===== config.mk =====
export PLATFORM = sky130hd
export DESIGN_NAME = aes256_round_ctrl
export DESIGN_NICKNAME = d
export VERILOG_FILES = /design/src/rtl/aes256_round_ctrl_pkg.sv /design/src/rtl/aes256_round_ctrl.sv
export SDC_FILE = /design/constraint.sdc
export NUM_CORES = 1
export LEC_CHECK = 0
export ABC_AREA = 1
export CAP_MARGIN = 15
export CORE_AREA = 3 3 456 458
export DETAILED_ROUTE_END_ITERATION = 7
export DIE_AREA = 0 0 459 461
export SLEW_MARGIN = 0
export SYNTH_ARGS = -nofsm -noshare
export SYNTH_HDL_FRONTEND = slang
export SYNTH_SLANG_ARGS = --single-unit

===== constraint.sdc =====
create_clock -name clk -period 2.6 [get_ports clk]
set_input_delay 0.26 -clock clk [delete_from_list [all_inputs] [get_ports clk]]
set_output_delay 0.26 -clock clk [all_outputs]
set_load 0.01 [all_outputs]

===== src/rtl/aes256_round_ctrl_pkg.sv =====
// Shared widths and FSM encoding for the AES-256 round sequencer.
package aes256_round_ctrl_pkg;

    localparam int unsigned NUM_ROUNDS = 14;
    localparam int unsigned KEY_W      = 256;
    localparam int unsigned BLK_W      = 128;
    localparam int unsigned RND_W      = 4;

    typedef enum logic [2:0] {
        ST_IDLE  = 3'd0,
        ST_LOAD  = 3'd1,
        ST_ROUND = 3'd2,
        ST_FINAL = 3'd3,
        ST_DONE  = 3'd4
    } ctrl_state_e;

endpackage


===== src/rtl/aes256_round_ctrl.sv =====
// AES-256 encrypt sequencer: accepts key+block, steps keyExpansion and the external
// round datapath through rounds 0..14, then presents the ciphertext.
module aes256_round_ctrl
    import aes256_round_ctrl_pkg::*;
(
    input  logic             clk,
    input  logic             reset,
    input  logic             in_valid,
    output logic             in_ready,
    input  logic [KEY_W-1:0] in_key,
    input  logic [BLK_W-1:0] in_block,
    output logic             out_valid,
    input  logic             out_ready,
    output logic [BLK_W-1:0] out_block,
    output logic             busy,
    output logic [KEY_W-1:0] ke_key_in,
    output logic             ke_enable_round,
    output logic [RND_W-1:0] ke_round_num,
    input  logic [BLK_W-1:0] rk_in,
    output logic [BLK_W-1:0] rd_state,
    output logic             rd_final,
    input  logic [BLK_W-1:0] rd_result
);

    localparam logic [RND_W-1:0] LAST_ROUND = RND_W'(NUM_ROUNDS - 1);
    localparam logic [RND_W-1:0] FINAL_RND  = RND_W'(NUM_ROUNDS);

    ctrl_state_e      state_q, state_d;
    logic [RND_W-1:0] cnt_q, cnt_d;
    logic [KEY_W-1:0] key_q;
    logic [BLK_W-1:0] blk_q;
    logic             accept;

    logic in_ready_d, out_valid_d, busy_d, enable_d, final_d;

    assign ke_round_num = cnt_q;
    assign ke_key_in    = key_q;
    assign rd_state     = blk_q;
    assign out_block    = blk_q;

    // Next state, next counter, and next-cycle control outputs decoded from state_d
    always_comb begin
        state_d     = state_q;
        cnt_d       = cnt_q;
        accept      = 1'b0;
        in_ready_d  = 1'b0;
        out_valid_d = 1'b0;
        busy_d      = 1'b0;
        enable_d    = 1'b0;
        final_d     = 1'b0;

        case (state_q)
            ST_IDLE: begin
                cnt_d  = '0;
                accept = in_valid & in_ready;
                if (accept) begin
                    state_d = ST_LOAD;
                end
            end
            ST_LOAD: begin
                cnt_d   = RND_W'(1);
                state_d = ST_ROUND;
            end
            ST_ROUND: begin
                if (cnt_q >= LAST_ROUND) begin
                    cnt_d   = FINAL_RND;
                    state_d = ST_FINAL;
                end else begin
                    cnt_d = cnt_q + RND_W'(1);
                end
            end
            ST_FINAL: begin
                cnt_d   = '0;
                state_d = ST_DONE;
            end
            ST_DONE: begin
                cnt_d = '0;
                if (out_ready) begin
                    state_d = ST_IDLE;
                end
            end
            default: begin
                cnt_d   = '0;
                state_d = ST_IDLE;
            end
        endcase

        in_ready_d  = (state_d == ST_IDLE);
        out_valid_d = (state_d == ST_DONE);
        busy_d      = (state_d == ST_LOAD) || (state_d == ST_ROUND) || (state_d == ST_FINAL);
        enable_d    = (state_d == ST_LOAD) || (state_d == ST_ROUND);
        final_d     = (state_d == ST_FINAL);
    end

    // FSM, counter and control output registers
    always_ff @(posedge clk) begin
        if (reset) begin
            state_q         <= ST_IDLE;
            cnt_q           <= '0;
            in_ready        <= 1'b1;
            out_valid       <= 1'b0;
            busy            <= 1'b0;
            ke_enable_round <= 1'b0;
            rd_final        <= 1'b0;
        end else begin
            state_q         <= state_d;
            cnt_q           <= cnt_d;
            in_ready        <= in_ready_d;
            out_valid       <= out_valid_d;
            busy            <= busy_d;
            ke_enable_round <= enable_d;
            rd_final        <= final_d;
        end
    end

    // Key and cipher-state registers; round 0 is a bare AddRoundKey
    always_ff @(posedge clk) begin
        if (reset) begin
            key_q <= '0;
            blk_q <= '0;
        end else begin
            case (state_q)
                ST_IDLE: begin
                    if (accept) begin
                        key_q <= in_key;
                        blk_q <= in_block;
                    end
                end
                ST_LOAD:  blk_q <= blk_q ^ rk_in;
                ST_ROUND: blk_q <= rd_result;
                ST_FINAL: blk_q <= rd_result;
                default:  blk_q <= blk_q;
            endcase
        end
    end

endmodule

==> metrics, run 1 <==
vias in the first global route=around 24k; GPL Wtd Cong=0.928; Final Net Count=4813; Reg2Reg Depth=8; Clock Pin Slew Worst Setup and Hold Paths=0.06 ns; drt pass-1 iters=6; Crit path required time=between 2 and 2.5 ns; Resize count post-CTS=0; area grow syn2layout=80.0%; Yosys cell types=20; # hold bufs at CTS=0; GRT Resource Usage Total=13.4%; post-route ant nets=0; Peak VDD IR=543 uV; TritonCTS clock tree=done; Max-slew headroom=40.2%; DRC viols=0; die height=461 um; antenna violations before repair=93; Synth Register Bits=396; first-pass GRT wire length=196000 um; Reg-to-Reg End=out_block[103]; run status=completed; # setup viols final=0; cell taking the most area after synthesis=dfxtp_1; crit path buf inv count=1; Rows=about 170; yosys warns=0; crit path DAT=2.12 ns; IO Pins=1165; reg2reg setup slack=approximately 0.43 ns; H-tree depth=2; Synth Area in Adders=0.190%; initial core utilization=between 9 and 10%; Top FF cell, synth=dfxtp_1; DP Area=0.0338 mm^2; crit-path cells=clkdlybuf4s50_1; most frequent cell after synthesis=nor2_1; Post CTS Setup Buffer Count=0; clk buf depth=3; Hold WS=between 0.15 and 0.2 ns; Synth Area in XOR/XNOR=less than 1%; placed cell count=6802; syn_nets=3843; Mapped Area=0.0198 mm^2; LEAKAGE=between 15 and 20 nW; share of cells above drive strength 1=3.69%; P per Cell Area=694 mW/mm^2; Synth Area in Compound Gates=6.68%; max-slew violations=0; die footprint=0.212 mm^2; min-delay worst type=in -> reg; RSZ-0062 raised after global routing=no; Worst Skew=0.0199 ns; Area contributors post-synth=dfxtp_1, nor2_1, nand2_1; Buffers on Ports=1164; simple-gate share of the synthesized area=38.8%; WHS Endpoint=ke_key_in[158]; Placement Setup Slack=0.368 ns; startpoint class of the critical path=register; Post-synth EDFFs=0; RR Startpoint=state_q[2]; clk root buf=clkbuf_16; Final Non-Filler Cells=6917; routed vias=24.7k; initial drt markers=1822; drt wl/cell=21.7 um; Post-synth top cells=nor2_1, nand2_1, dfxtp_1; asr flop ratio synth=0%; Design Area, Final=0.0356 mm^2; Yosys top cell area share=40.1%; largest family of logic cells by synthesized area=simple AND/OR/NAND/NOR gates; Top delay family on crit path=buffers and inverters; total grt overflow=0; crit path time final=approximately 2.4 ns; critical path fanouts, max=4; Hold Crit Start=in_key[158]; Final Cycle Share=91.7%; Die X=459 um; Slowest-stage cell, CP=clkdlybuf4s50_1; max incr delay on CP=0.87 ns; largest net degree at the start of global routing=90; Worst-Skew Late Latency=0.66 ns; Setup WS post-layout=0.216 ns; vias per cell=about 3.6; register area share after synthesis=40.1%; core area=0.204 mm^2; DP HPWL=roughly 130000 um; CP endpoint kind=output port; Worst Path Class, Setup=reg -> out; hold path depth=3; FILL cells=about 23k; Hold Vio Cnt, Final=0; routed wire length=about 150000 um; cell count after synthesis=3196; Setup TNS Final=0 ns; Multi-input gate area=0.00908 mm^2; Reg area=0.00793 mm^2; Synth Area per Inst=6.19 um^2; Max Cap Viol=0; Max Freq=419 MHz; Worst Max-Slew Pin Slew=between 0.8 and 0.9 ns; Clock Sinks=between 300 and 400; mux cell area share after synthesis=0%; TritonCTS Buffers=50
cells by family after synthesis:
logic type | count (synthesis)
compound gates | 264
xor+xnor | 1
fa+ha+maj | 3
buf+inv | 582
flops | 396
simple gates | 1950
worst max path at each step:
stage                        from              to  slack, ns  cells after the start
floorplan                in_ready  out_block[107]       1.35                      7
global placement         in_valid  ke_key_in[142]       0.39                      6
detailed placement       in_valid  ke_key_in[142]       0.37                      6
CTS                 out_block[25]   out_block[25]       0.08                      1
global route        out_block[25]   out_block[25]       0.12                      1
finish              out_block[14]    rd_state[14]       0.22                      1
layout make-up:
type	instances	share of cell area [%]
Tap cell	2688	9.45
Sequential cell	396	22.3
Multi-Input combinational cell	2218	25.5
Clock buffer	65	3.87
Antenna cell	26	0.183
Timing Repair Buffer	1228	34.8
Clock inverter	24	1.01
Inverter	272	2.89
layer usage:
metal / vias up / global-route usage [%] / part of all wire [%]
met5: - / 0 / 0.14
met4: 34 / 5.53 / 4.2
met3: 237 / 5.56 / 11
met2: 1297 / 22.5 / 47
met1: 11500 / 14.9 / 38
li1: 11600 / - / -
per-stage QoR:
step	total power, mW	utilization [%]
2_1_floorplan	11.8	-
3_3_place_gp	17.3	16.5
3_5_place_dp	17.3	16.5
4_1_cts	25.1	17.4
5_1_grt	26.0	17.4
6_report	24.7	17.4
sequential cells by signal, summed over array words and instances, names as in the netlist:
name and cells:
ke_key_in 256, out_block 128, ke_round_num 4, state_q 3, busy 1, in_ready 1
ke_enable_round 1, out_valid 1, rd_final 1
worst reg2reg max path, cell delays in order (launching register included):
cell	delay (ns)
dfxtp_1	0.35
inv_2	0.17
nand2_1	0.13
nor2_4	0.48
buf_12	0.32
nand2_1	0.25
nand3_1	0.23
nor2_1	0.07
nor2_1	0.10
power breakdown:
group          switching (mW)  leakage (nW)  total [mW]  internal (mW)
Combinational            4.74          10.9        8.99           4.24
Clock                    3.14         0.836        7.50           4.36
Sequential               1.21          3.28        8.20           7.00
layout by cell type (no fill, tap or decap):
master	netlist	layout
and2_1	2	2
nor3_1	2	2
nand3_1	259	259
dfxtp_1	396	396
xor2_1	1	1
a21oi_1	3	3
clkinv_16	0	2
inv_8	0	2
clkinvlp_4	0	5
ha_1	3	3
inv_2	4	3
clkbuf_16	0	50
nand2_8	0	1
buf_4	129	44
inv_16	0	1
o21ai_0	255	255
nand4_4	0	1
clkinv_2	0	8
nand2_1	649	649
nor2_1	1035	1032
nor2_4	0	4
clkdlybuf4s50_1	0	1164
o21ai_1	6	6
inv_1	268	268
inv_6	0	1
buf_12	0	20
clkbuf_8	0	7
clkbuf_1	62	8
bufinv_16	0	6
diode_2	0	26
(Power assumes the default switching activity.)
==> inputs of run 2 (changes only) <==
--- a/config.mk
+++ b/config.mk
@@ -6,6 +6,7 @@
 export NUM_CORES = 1
 export LEC_CHECK = 0
 export ABC_AREA = 1
+export ABC_CLOCK_PERIOD_IN_PS = 2600
 export CAP_MARGIN = 15
 export CORE_AREA = 3 3 456 458
 export DETAILED_ROUTE_END_ITERATION = 7
==> results of run 2 <==
Same layout as run 1: the final DEF is identical, and so are final timing and power.
